===== src/rtl/cpu_pkg.sv =====
// Shared constants and types for the multi-cycle LEGv8 core: FSM states, opcodes,
// ALU operation encodings and instruction classes.
package cpu_pkg;

  localparam logic [2:0] S_FETCH   = 3'd0;
  localparam logic [2:0] S_DECODE  = 3'd1;
  localparam logic [2:0] S_EXECUTE = 3'd2;
  localparam logic [2:0] S_MEM     = 3'd3;
  localparam logic [2:0] S_WB      = 3'd4;
  localparam logic [2:0] S_HALT    = 3'd5;

  localparam logic [10:0] OP_ADD  = 11'b10001011000;
  localparam logic [10:0] OP_SUB  = 11'b11001011000;
  localparam logic [10:0] OP_AND  = 11'b10001010000;
  localparam logic [10:0] OP_ORR  = 11'b10101010000;
  localparam logic [10:0] OP_LDUR = 11'b11111000010;
  localparam logic [10:0] OP_STUR = 11'b11111000000;
  // CBZ and B are matched on their fixed prefix only; the rest is immediate.
  localparam logic [7:0]  OP_CBZ  = 8'b10110100;
  localparam logic [5:0]  OP_B    = 6'b000101;

  localparam logic [4:0] XZR = 5'd31;

  typedef enum logic [1:0] {
    ALU_ADD,
    ALU_SUB,
    ALU_AND,
    ALU_ORR
  } alu_op_t;

  typedef enum logic [2:0] {
    IC_RTYPE,
    IC_LDUR,
    IC_STUR,
    IC_CBZ,
    IC_B,
    IC_ILLEGAL
  } iclass_t;

endpackage


===== src/rtl/cpu_if.sv =====
// Instruction and data memory request/acknowledge bus between the core (master)
// and the memory system (slave).
interface cpu_if #(
  parameter int DATA_WIDTH = 64,
  parameter int ADDR_WIDTH = 64
);

  logic                  imem_req;
  logic [ADDR_WIDTH-1:0] imem_addr;
  logic                  imem_ack;
  logic [31:0]           imem_rdata;

  logic                  dmem_req;
  logic                  dmem_we;
  logic [ADDR_WIDTH-1:0] dmem_addr;
  logic [DATA_WIDTH-1:0] dmem_wdata;
  logic                  dmem_ack;
  logic [DATA_WIDTH-1:0] dmem_rdata;

  modport master (
    output imem_req, imem_addr, dmem_req, dmem_we, dmem_addr, dmem_wdata,
    input  imem_ack, imem_rdata, dmem_ack, dmem_rdata
  );

  modport slave (
    input  imem_req, imem_addr, dmem_req, dmem_we, dmem_addr, dmem_wdata,
    output imem_ack, imem_rdata, dmem_ack, dmem_rdata
  );

endinterface


===== src/rtl/cpu_decoder.sv =====
// Combinational LEGv8 decoder: instruction word to class, ALU op, register
// indices and sign-extended immediate.
module cpu_decoder
  import cpu_pkg::*;
#(
  parameter int DATA_WIDTH = 64
) (
  input  logic [31:0]                  i_ir,
  output iclass_t                      o_class,
  output alu_op_t                      o_alu_op,
  output logic [4:0]                   o_rn,
  output logic [4:0]                   o_rb,
  output logic [4:0]                   o_rd,
  output logic signed [DATA_WIDTH-1:0] o_imm,
  output logic                         o_illegal
);

  always_comb begin
    o_class  = IC_ILLEGAL;
    o_alu_op = ALU_ADD;
    o_imm    = '0;
    if (i_ir[31:21] == OP_ADD) begin
      o_class = IC_RTYPE;
    end else if (i_ir[31:21] == OP_SUB) begin
      o_class  = IC_RTYPE;
      o_alu_op = ALU_SUB;
    end else if (i_ir[31:21] == OP_AND) begin
      o_class  = IC_RTYPE;
      o_alu_op = ALU_AND;
    end else if (i_ir[31:21] == OP_ORR) begin
      o_class  = IC_RTYPE;
      o_alu_op = ALU_ORR;
    end else if (i_ir[31:21] == OP_LDUR) begin
      o_class = IC_LDUR;
      o_imm   = {{(DATA_WIDTH-9){i_ir[20]}}, i_ir[20:12]};
    end else if (i_ir[31:21] == OP_STUR) begin
      o_class = IC_STUR;
      o_imm   = {{(DATA_WIDTH-9){i_ir[20]}}, i_ir[20:12]};
    end else if (i_ir[31:24] == OP_CBZ) begin
      o_class = IC_CBZ;
      o_imm   = {{(DATA_WIDTH-19){i_ir[23]}}, i_ir[23:5]};
    end else if (i_ir[31:26] == OP_B) begin
      o_class = IC_B;
      o_imm   = {{(DATA_WIDTH-26){i_ir[25]}}, i_ir[25:0]};
    end
  end

  // STUR and CBZ carry their second source operand in the Rt slot.
  assign o_rb      = (o_class == IC_STUR || o_class == IC_CBZ) ? i_ir[4:0] : i_ir[20:16];
  assign o_rn      = i_ir[9:5];
  assign o_rd      = i_ir[4:0];
  assign o_illegal = (o_class == IC_ILLEGAL);

endmodule


===== src/rtl/multicycle_cpu.sv =====
// Multi-cycle LEGv8 core: FETCH/DECODE/EXECUTE/MEM/WB sequencer with both memories
// behind req/ack handshakes, so any memory latency is tolerated.
module multicycle_cpu
  import cpu_pkg::*;
#(
  parameter int                    DATA_WIDTH = 64,
  parameter int                    ADDR_WIDTH = 64,
  parameter logic [ADDR_WIDTH-1:0] RESET_PC   = '0
) (
  input  logic                  clock,
  input  logic                  reset,
  cpu_if.master                 bus,
  output logic [ADDR_WIDTH-1:0] pc,
  output logic                  retire,
  output logic                  halted
);

  logic [2:0]            r_state;
  logic [ADDR_WIDTH-1:0] r_pc;
  logic                  r_imem_req;
  logic                  r_dmem_req;
  logic                  r_dmem_we;
  logic [ADDR_WIDTH-1:0] r_dmem_addr;
  logic [DATA_WIDTH-1:0] r_dmem_wdata;
  logic                  r_retire;
  logic                  r_halted;

  logic [31:0]           r_ir;
  logic [DATA_WIDTH-1:0] r_a;
  logic [DATA_WIDTH-1:0] r_b;
  logic [DATA_WIDTH-1:0] r_alu;
  logic [DATA_WIDTH-1:0] r_mdr;
  logic [DATA_WIDTH-1:0] r_regs [0:31];

  iclass_t                      w_class;
  alu_op_t                      w_alu_op;
  logic [4:0]                   w_rn;
  logic [4:0]                   w_rb;
  logic [4:0]                   w_rd;
  logic signed [DATA_WIDTH-1:0] w_imm;
  logic                         w_illegal;

  logic [DATA_WIDTH-1:0] w_rf_a;
  logic [DATA_WIDTH-1:0] w_rf_b;
  logic [DATA_WIDTH-1:0] w_alu;
  logic [DATA_WIDTH-1:0] w_ea;
  logic [DATA_WIDTH-1:0] w_wb_data;
  logic [ADDR_WIDTH-1:0] w_pc_next;
  logic [ADDR_WIDTH-1:0] w_br_off;
  logic [ADDR_WIDTH-1:0] w_pc_branch;
  logic                  w_fetch_done;
  logic                  w_mem_done;
  logic                  w_rf_we;

  cpu_decoder #(.DATA_WIDTH(DATA_WIDTH)) u_decoder (
    .i_ir      (r_ir),
    .o_class   (w_class),
    .o_alu_op  (w_alu_op),
    .o_rn      (w_rn),
    .o_rb      (w_rb),
    .o_rd      (w_rd),
    .o_imm     (w_imm),
    .o_illegal (w_illegal)
  );

  assign w_rf_a = (w_rn == XZR) ? '0 : r_regs[w_rn];
  assign w_rf_b = (w_rb == XZR) ? '0 : r_regs[w_rb];

  always_comb begin
    w_alu = r_a + r_b;
    case (w_alu_op)
      ALU_SUB: w_alu = r_a - r_b;
      ALU_AND: w_alu = r_a & r_b;
      ALU_ORR: w_alu = r_a | r_b;
      default: w_alu = r_a + r_b;
    endcase
  end

  assign w_ea         = r_a + $unsigned(w_imm);
  assign w_pc_next    = r_pc + ADDR_WIDTH'(4);
  assign w_br_off     = {w_imm[ADDR_WIDTH-3:0], 2'b00};
  assign w_pc_branch  = r_pc + w_br_off;
  // Handshakes complete only while our own request is up; stray acks are ignored.
  assign w_fetch_done = r_imem_req & bus.imem_ack;
  assign w_mem_done   = r_dmem_req & bus.dmem_ack;
  assign w_wb_data    = (w_class == IC_LDUR) ? r_mdr : r_alu;
  assign w_rf_we      = !reset && (r_state == S_WB) && (w_rd != XZR);

  always_ff @(posedge clock) begin
    if (w_rf_we) r_regs[w_rd] <= w_wb_data;
  end

  always_ff @(posedge clock) begin
    if (r_state == S_FETCH && w_fetch_done) r_ir <= bus.imem_rdata;
    if (r_state == S_DECODE) begin
      r_a <= w_rf_a;
      r_b <= w_rf_b;
    end
    if (r_state == S_EXECUTE) r_alu <= w_alu;
    if (r_state == S_MEM && w_mem_done) r_mdr <= bus.dmem_rdata;
  end

  always_ff @(posedge clock) begin
    if (reset) begin
      r_state      <= S_FETCH;
      r_pc         <= RESET_PC;
      r_imem_req   <= 1'b0;
      r_dmem_req   <= 1'b0;
      r_dmem_we    <= 1'b0;
      r_dmem_addr  <= '0;
      r_dmem_wdata <= '0;
      r_retire     <= 1'b0;
      r_halted     <= 1'b0;
    end else begin
      r_retire <= 1'b0;
      case (r_state)
        S_FETCH: begin
          // First cycle out of reset raises the request; later fetches enter with it set.
          if (w_fetch_done) begin
            r_imem_req <= 1'b0;
            r_state    <= S_DECODE;
          end else begin
            r_imem_req <= 1'b1;
          end
        end
        S_DECODE: r_state <= S_EXECUTE;
        S_EXECUTE: begin
          if (w_illegal) begin
            r_state  <= S_HALT;
            r_halted <= 1'b1;
          end else begin
            case (w_class)
              IC_LDUR, IC_STUR: begin
                r_dmem_req   <= 1'b1;
                r_dmem_we    <= (w_class == IC_STUR);
                r_dmem_addr  <= w_ea[ADDR_WIDTH-1:0];
                r_dmem_wdata <= r_b;
                r_state      <= S_MEM;
              end
              IC_CBZ: begin
                r_pc       <= (r_b == '0) ? w_pc_branch : w_pc_next;
                r_retire   <= 1'b1;
                r_imem_req <= 1'b1;
                r_state    <= S_FETCH;
              end
              IC_B: begin
                r_pc       <= w_pc_branch;
                r_retire   <= 1'b1;
                r_imem_req <= 1'b1;
                r_state    <= S_FETCH;
              end
              default: r_state <= S_WB;
            endcase
          end
        end
        S_MEM: begin
          if (w_mem_done) begin
            r_dmem_req <= 1'b0;
            if (r_dmem_we) begin
              r_pc       <= w_pc_next;
              r_retire   <= 1'b1;
              r_imem_req <= 1'b1;
              r_state    <= S_FETCH;
            end else begin
              r_state <= S_WB;
            end
          end
        end
        S_WB: begin
          r_pc       <= w_pc_next;
          r_retire   <= 1'b1;
          r_imem_req <= 1'b1;
          r_state    <= S_FETCH;
        end
        default: r_state <= S_HALT;
      endcase
    end
  end

  assign bus.imem_req   = r_imem_req;
  assign bus.imem_addr  = r_pc;
  assign bus.dmem_req   = r_dmem_req;
  assign bus.dmem_we    = r_dmem_we;
  assign bus.dmem_addr  = r_dmem_addr;
  assign bus.dmem_wdata = r_dmem_wdata;
  assign pc             = r_pc;
  assign retire         = r_retire;
  assign halted         = r_halted;

endmodule


===== src/flat_wrapper.sv =====
// flat-port wrapper written by rule: the top's interface ports become plain ports
module multicycle_cpu_flat import cpu_pkg::*;
#(
  parameter int                    DATA_WIDTH = 64,
  parameter int                    ADDR_WIDTH = 64,
  parameter logic [ADDR_WIDTH-1:0] RESET_PC   = '0
)
  (clock, reset, pc, retire, halted, bus_imem_req, bus_imem_addr, bus_dmem_req, bus_dmem_we, bus_dmem_addr, bus_dmem_wdata, bus_imem_ack, bus_imem_rdata, bus_dmem_ack, bus_dmem_rdata);
  cpu_if #(.DATA_WIDTH(DATA_WIDTH), .ADDR_WIDTH(ADDR_WIDTH)) bus_i ();
  input  logic clock;
  input  logic reset;
  output logic [ADDR_WIDTH-1:0] pc;
  output logic retire;
  output logic halted;
  output wire logic [$bits(bus_i.imem_req)-1:0] bus_imem_req;
  output wire logic [$bits(bus_i.imem_addr)-1:0] bus_imem_addr;
  output wire logic [$bits(bus_i.dmem_req)-1:0] bus_dmem_req;
  output wire logic [$bits(bus_i.dmem_we)-1:0] bus_dmem_we;
  output wire logic [$bits(bus_i.dmem_addr)-1:0] bus_dmem_addr;
  output wire logic [$bits(bus_i.dmem_wdata)-1:0] bus_dmem_wdata;
  input wire logic [$bits(bus_i.imem_ack)-1:0] bus_imem_ack;
  input wire logic [$bits(bus_i.imem_rdata)-1:0] bus_imem_rdata;
  input wire logic [$bits(bus_i.dmem_ack)-1:0] bus_dmem_ack;
  input wire logic [$bits(bus_i.dmem_rdata)-1:0] bus_dmem_rdata;
  assign bus_imem_req = bus_i.imem_req;
  assign bus_imem_addr = bus_i.imem_addr;
  assign bus_dmem_req = bus_i.dmem_req;
  assign bus_dmem_we = bus_i.dmem_we;
  assign bus_dmem_addr = bus_i.dmem_addr;
  assign bus_dmem_wdata = bus_i.dmem_wdata;
  assign bus_i.imem_ack = bus_imem_ack;
  assign bus_i.imem_rdata = bus_imem_rdata;
  assign bus_i.dmem_ack = bus_dmem_ack;
  assign bus_i.dmem_rdata = bus_dmem_rdata;
  multicycle_cpu #(.DATA_WIDTH(DATA_WIDTH), .ADDR_WIDTH(ADDR_WIDTH), .RESET_PC(RESET_PC)) u_core (.clock(clock), .reset(reset), .bus(bus_i), .pc(pc), .retire(retire), .halted(halted));
endmodule

===== config.mk =====
export PLATFORM = sky130hd
export DESIGN_NAME = multicycle_cpu_flat
export DESIGN_NICKNAME = d
export VERILOG_FILES = /design/src/rtl/cpu_pkg.sv /design/src/rtl/cpu_if.sv /design/src/rtl/cpu_decoder.sv /design/src/rtl/multicycle_cpu.sv /design/src/flat_wrapper.sv
export SDC_FILE = /design/constraint.sdc
export NUM_CORES = 2
export LEC_CHECK = 0
export BUFFER_PORTS_ARGS = -buffer_cell sky130_fd_sc_hd__buf_2
export CAP_MARGIN = 25
export CORE_MARGIN = 5
export CORE_UTILIZATION = 25
export DETAILED_ROUTE_END_ITERATION = 10
export PLACE_DENSITY = 0.43
export SLEW_MARGIN = 15
export SYNTH_ARGS = -nofsm -noshare
export SYNTH_HDL_FRONTEND = slang
export SYNTH_SLANG_ARGS = --single-unit

===== constraint.sdc =====
create_clock -name clock -period 12.1 [get_ports clock]
set_input_delay 2.42 -clock clock [delete_from_list [all_inputs] [get_ports clock]]
set_output_delay 2.42 -clock clock [all_outputs]
set_load 0.01 [all_outputs]

Word level (Yosys, flattened, before mapping)
Memories as Yosys holds them, arrays and structs flattened. A register that Yosys moved wholly into a read port is not among the register bits.
Index checks and enable logic that the tools add are counted.
{"block": "op_classes", "addsub": 5, "mul": 0, "div_mod_pow": 0, "n_lt_le_gt_ge": 0, "eq_ne": 30, "shift": 0, "mux": 52, "bitwise_logic": 5, "reduce_logical": 19}
{"operator": "two-way mux 64 bit", "count": 13}
{"operator": "case mux 64 bit (3 select lines)", "count": 2}
{"operator": "adder 64 bit", "count": 3}
{"operator": "case mux 64 bit (2 select lines)", "count": 1}
{"operator": "equality test 11 bit (second input constant)", "count": 6}
{"operator": "adder 64 x 3 -> 64 bit (second input constant)", "count": 1}
{"operator": "AND 64 bit", "count": 1}
{"operator": "zero test 64 bit", "count": 1}
{"operator": "OR 64 bit", "count": 1}
{"operator": "subtractor 64 bit", "count": 1}
{"operator": "two-way mux 3 bit", "count": 11}
{"operator": "two-way mux 1 bit", "count": 15}
{"operator": "case mux 3 bit (5 select lines)", "count": 1}
{"operator": "equality test 3 x 2 -> 1 bit (second input constant)", "count": 4}
{"operator": "equality test 5 bit (second input constant)", "count": 2}
{"operator": "AND reduction 5 bit", "count": 2}
{"operator": "equality test 3 bit (second input constant)", "count": 3}
{"operator": "equality test 8 bit (second input constant)", "count": 1}
{"operator": "two-way mux 2 bit", "count": 4}
{"operator": "equality test 3 x 1 -> 1 bit (second input constant)", "count": 2}
{"operator": "equality test 6 x 3 -> 1 bit (second input constant)", "count": 1}
{"operator": "!= test 2 x 1 -> 1 bit (second input constant)", "count": 3}
{"operator": "!= test 2 bit (second input constant)", "count": 3}
{"operator": "case mux 3 bit (2 select lines)", "count": 1}
{"operator": "other kinds (21)", "count": 28}
{"block": "totals", "register_bits": 360, "latchBits": 0, "ramBits": 2048, "romBits": 0, "in_bits": 100, "out_inout_bits": 261, "n_memories": 1}
{"name": "u_core.r_regs", "words": 32, "word_bits": 64, "rd": 2, "rd_ports_with_merged_regs": 2, "wr": 1, "line": "multicycle_cpu.sv:33", "rtl": "logic [DATA_WIDTH-1:0] r_regs [0:31];"}

Depth between registers and ports, before layout
{"block": "depth", "ltp_word": 14, "depth_mapped": 26}

Modules after synthesis
From an unflattened synthesis, not the netlist that was laid out.
{"block": "hier_totals", "cells_unflattened": 7700, "hier_area_um2": 126397.5}
{"mod": "multicycle_cpu", "instances": 1, "cells_per_inst": 7540, "area_each_um2": 125349.0}
{"mod": "cpu_decoder", "instances": 1, "cells_per_inst": 160, "area_each_um2": 1048.5}

Worst setup path before layout
Ideal clock, no wire load.
{"block": "synth_path", "path_kind": "reg2reg", "start": "register u_core.r_state[0]", "end": "register u_core.r_a[0] (read register of u_core.r_regs), enable pin", "t_arrival_ns": 10.104, "t_required_ns": 11.302, "slack_ns": 1.198, "path_stages_with_launch": 4, "n_path_buf": 2, "period_less_slack_ns": 10.902, "cell_sequence": "dfxtp_1 clkbuf_1 clkbuf_1 nor3b_1"}
{"block": "synth_between", "elab_chain_cells": 1}
{"element": "start, declared", "line": "multicycle_cpu.sv:18", "rtl": "logic [2:0] r_state;"}
{"element": "start signal, assigned", "line": "multicycle_cpu.sv:105", "rtl": "r_state <= S_FETCH;"}
{"element": "start signal, assigned", "line": "multicycle_cpu.sv:121", "rtl": "r_state <= S_DECODE;"}
{"element": "start signal, assigned", "line": "multicycle_cpu.sv:126", "rtl": "S_DECODE: r_state <= S_EXECUTE;"}
{"element": "equality test 3 x 1 -> 1 bit", "line": "multicycle_cpu.sv:95", "rtl": "if (r_state == S_DECODE) begin"}
{"element": "end, declared", "line": "multicycle_cpu.sv:29", "rtl": "logic [DATA_WIDTH-1:0] r_a;"}
No other way between the ends.
A chain may end at the register's enable or synchronous reset.

Worst setup path in the final report
{"block": "layout_path", "start": "register u_core.r_b[0] (read register of u_core.r_regs)", "end": "register u_core.r_alu[63] (data pin)"}
{"block": "layout_between", "elab_chain_cells": 2, "word_cells_on_any_way": 3}
{"element": "start, declared", "line": "multicycle_cpu.sv:30", "rtl": "logic [DATA_WIDTH-1:0] r_b;"}
{"element": "adder 64 bit / subtractor 64 bit (equally long branches)"}
{"element": "case mux 64 bit (3 select lines) *", "line": "multicycle_cpu.sv:71", "rtl": "case (w_alu_op)"}
{"element": "net u_core.w_alu[63]", "line": "multicycle_cpu.sv:45", "rtl": "logic [DATA_WIDTH-1:0] w_alu;"}
{"element": "end signal, assigned", "line": "multicycle_cpu.sv:99", "rtl": "if (r_state == S_EXECUTE) r_alu <= w_alu;"}
{"element": "end, declared", "line": "multicycle_cpu.sv:31", "rtl": "logic [DATA_WIDTH-1:0] r_alu;"}
Mark *: on every way through the listed nets, which the timed path passes. The rest lies on a longest branch.

==> impl_metrics.yaml <==
run_status:
  outcome: "finished, final reports clean"
worst_setup_path:
  cp-start-kind: "register"
  critPathKind: "reg2reg"
  critPathSlowestCell: "nor3_1"
  regToRegStartpoint: "u_core.r_b[0]$_SDFFCE_PN0P_"
  critPathBufInv: 1
  cpPeakStageDelay_ps: 810
  path_max_fanout: 6
  endpoint_kind: "register"
  crit_required_ps: 12790
  critPathMostFrequentCell: "ha_1"
  cpLargestDelayFamily: "simple AND/OR/NAND/NOR gates"
  worstPathArrival_ps: 8130
  cp_cell_sequence: "inv_1 > ha_1 > or4b_1 > or2_2 > nand2b_1 > nor2b_4 > nand3b_1 > nor4_2 > nor2_1 > xnor2_1 > ha_1 > nand3_1 > nor3_1 > o2111ai_1 > a211oi_1 > o21ai_0 > nand2_1 > a31oi_1 > o31ai_1 > mux2i_1 > a311o_1"
  worstSetupStartpoint: "u_core.r_b[0]$_SDFFCE_PN0P_"
floorplanning:
  rows: 264
  die_w_um: 730
  die_area_sq_mm: 0.533
  start_util: 0.251
  io_pins: 361
  die_h_um: 730
  coreArea_sq_mm: 0.517
final_layout:
  layout-drive-gt1-share: 0.163
  final_nets: 11100
  final_core_util: 0.287
  fill_cells: 52600
  area_delta_synth_final_pct: 14.5
  regArea_sq_mm: 0.0741
  multi_input_area_sq_mm: 0.0524
sta:
  fin_crit_ps: 7440
  slew_headroom: 0.278
  finClkSkew_ps: 67.2
  slew_viol_final: 0
  setup_viol: 0
  setup_slack_ps: 4660
  rsz0062_at_grt: "no"
  hold_viol_final: 0
  worst_pin_slew_ps: 1080
  hold_ws_ps: 445
  fmax_mhz: 134
  tns_ps: 0
  period_share: 0.615
cts:
  post_cts_buffers: 0
  clkSinkCount: 2534
  numCtsBuffers: 289
  ctsResizeCount: 0
  cts_tree: "yes"
  clk_path_buf_depth: 4
  insertion_delay_ps: 970
  cts_root_buf: "clkbuf_16"
  htree_levels: 5
  hold_buffers: 0
  clk_pin_slew_ps: 60
drt:
  drc_errors: 0
  vias_per_cell: 5.24
  wire_per_inst_um: 28.7
  drt-total-wl_mm: 516
  dr_total_vias: 94200
  drtPass1Iterations: 6
  drt-initial-drc-count: 9610
  ant_nets: 0
global_routing:
  grt_start_max_net_pins: 144
  grt_pass1_vias: 90800
  track_usage: 0.186
  antenna_found_initial: 37
  overflow: 0
  grt_pass1_wl_mm: 717
synth:
  synth_area_leaders: "edfxtp_1 (54%), mux4_2 (11%), nand2_1 (7.3%), dfxtp_1 (3.1%), a311oi_1 (2.6%)"
  synthFlopType: "edfxtp_1"
  synth_cell_types: 116
  avgSynthCellArea_sq_um: 12.0
  synthSimpleGateAreaFrac: 0.140
  yosysMostFrequentCell: "nand2_1"
  synth_compound_area_frac: 0.0965
  synth_top_area_frac: 0.541
  ys_warn_count: 0
  yosysTopAreaCell: "edfxtp_1"
  muxShareOfSynthArea: 0.123
  synth_edf_count: 2336
  ys_top_cells_by_count: "nand2_1 (2517), edfxtp_1 (2336), clkbuf_1 (706)"
  synthXorXnorAreaFrac: 0.0164
  ys_seq_area_frac: 0.571
  mappedNetlistArea_sq_mm: 0.130
  synthArstFlopShare: 0
  ys_ff_latch: 2534
  synthCells: 10800
  synth_top_family_by_area: "simple AND/OR/NAND/NOR gates"
  synth_fa_ha_area_frac: 0.0230
place:
  gp_congestion: 0.860
  post-place-ws_ps: 4750
  portBuffers: 356
  hpwl_mm: 301
power_and_ir_drop:
  p_leak_nw: 50.9
  max-vdd-ir-drop_mv: 0.113
  power_density_mw_per_mm2: 159
  p_total_mw: 23.6
flow_run:
  cap_viol_max_count: 0
hold_path:
  hold_path.class: "reg2reg"
  min_from: "u_core.halted$_SDFFE_PP0P_"
[power breakdown]
part | switching (mW) | internal (mW) | leakage (nW) | total (mW)
clock | 3.81 | 4.97 | 4.47 | 8.78
sequential | 0.392 | 10.1 | 22.7 | 10.5
combinational | 2.84 | 1.52 | 23.7 | 4.35
[metal layers]
layer,global-route usage,vias to the layer above,wire length (um)
met5,0,-,71
met4,0.0588,12,17800
met3,0.0254,775,35000
met2,0.302,3764,239000
met1,0.256,48600,224000
li1,-,41000,-
[metrics by stage]
step	instances	area, sq um
final	18000	148000
after global routing	18000	148000
after CTS	18000	148000
after detailed placement	17400	139000
after global placement	17400	139000
after floorplan	10800	130000
[worst register-to-register path, cell delays in order (launching register included)]
cell	delay, ps
edfxtp_1	470
inv_1	150
ha_1	210
or4b_1	490
or2_2	360
nand2b_1	280
nor2b_4	300
nand3b_1	200
nor4_2	450
nor2_1	100
xnor2_1	140
ha_1	390
nand3_1	120
nor3_1	810
o2111ai_1	550
a211oi_1	650
o21ai_0	180
nand2_1	130
a31oi_1	200
o31ai_1	500
mux2i_1	140
a311o_1	360
[cell type report]
class | count | share of cell area
timing repair buffer | 549 | 0.0259
inverter | 69 | 0.00174
tap | 6916 | 0.0583
antenna | 18 | 0.000303
multi-input combinational | 7365 | 0.353
clock inverter | 160 | 0.00980
sequential | 2534 | 0.499
clock buffer | 360 | 0.0520
[final timing paths]
check                                to  slack (ps)  cells after the start
max          u_core.r_alu[63]$_DFFE_PP_        4660                     21
min          u_core.halted$_SDFFE_PP0P_         440                      2
min reg2reg  u_core.halted$_SDFFE_PP0P_         440                      2
max reg2reg  u_core.r_alu[63]$_DFFE_PP_        4660                     21
[cell families after synthesis]
group / after synthesis
other: 1
muxes: 783
adders and majority gates: 252
and+or+nand+nor: 4173
buffers and inverters: 948
DFF: 2534
xor gates and xnor gates: 242
AOI/OAI and AO/OA: 1847
[flip-flops by register name, summed over array words and instances, names as in the netlist]
| name | flops |
|---|---|
| u_core.r_mdr | 64 |
| u_core.r_a | 64 |
| u_core.retire | 1 |
| u_core.bus.dmem_wdata | 64 |
| u_core.r_ir | 32 |
| u_core.r_b | 64 |
| u_core.bus.dmem_req | 1 |
| u_core.r_state | 3 |
| u_core.bus.dmem_addr | 64 |
| u_core.bus.imem_addr | 62 |
| u_core.halted | 1 |
| u_core.r_alu | 64 |
| u_core.r_regs | 2048 |
| u_core.bus.dmem_we | 1 |
| u_core.bus.imem_req | 1 |
[cells in the final DEF (no fill, tap or decap), types with 48 or more instances in the layout]
| master | count |
|---|---|
| a211oi_1 | 87 |
| and3_1 | 300 |
| mux2_2 | 67 |
| nand2_1 | 2513 |
| nand3_1 | 613 |
| a311oi_1 | 388 |
| inv_1 | 69 |
| dfxtp_1 | 198 |
| edfxtp_1 | 2336 |
| buf_2 | 355 |
| buf_4 | 145 |
| a31oi_1 | 165 |
| o21ai_0 | 211 |
| a21o_1 | 152 |
| nor3_1 | 64 |
| conb_1 | 68 |
| mux4_2 | 640 |
| clkbuf_1 | 57 |
| clkinv_2 | 48 |
| a21oi_1 | 567 |
| xnor2_1 | 119 |
| mux2i_1 | 69 |
| xor2_1 | 122 |
| clkinv_1 | 58 |
| nand4_1 | 66 |
| ha_1 | 177 |
| maj3_1 | 69 |
| nor2_1 | 363 |
| clkbuf_16 | 296 |
No activity file was read; power rests on OpenSTA's default activity.
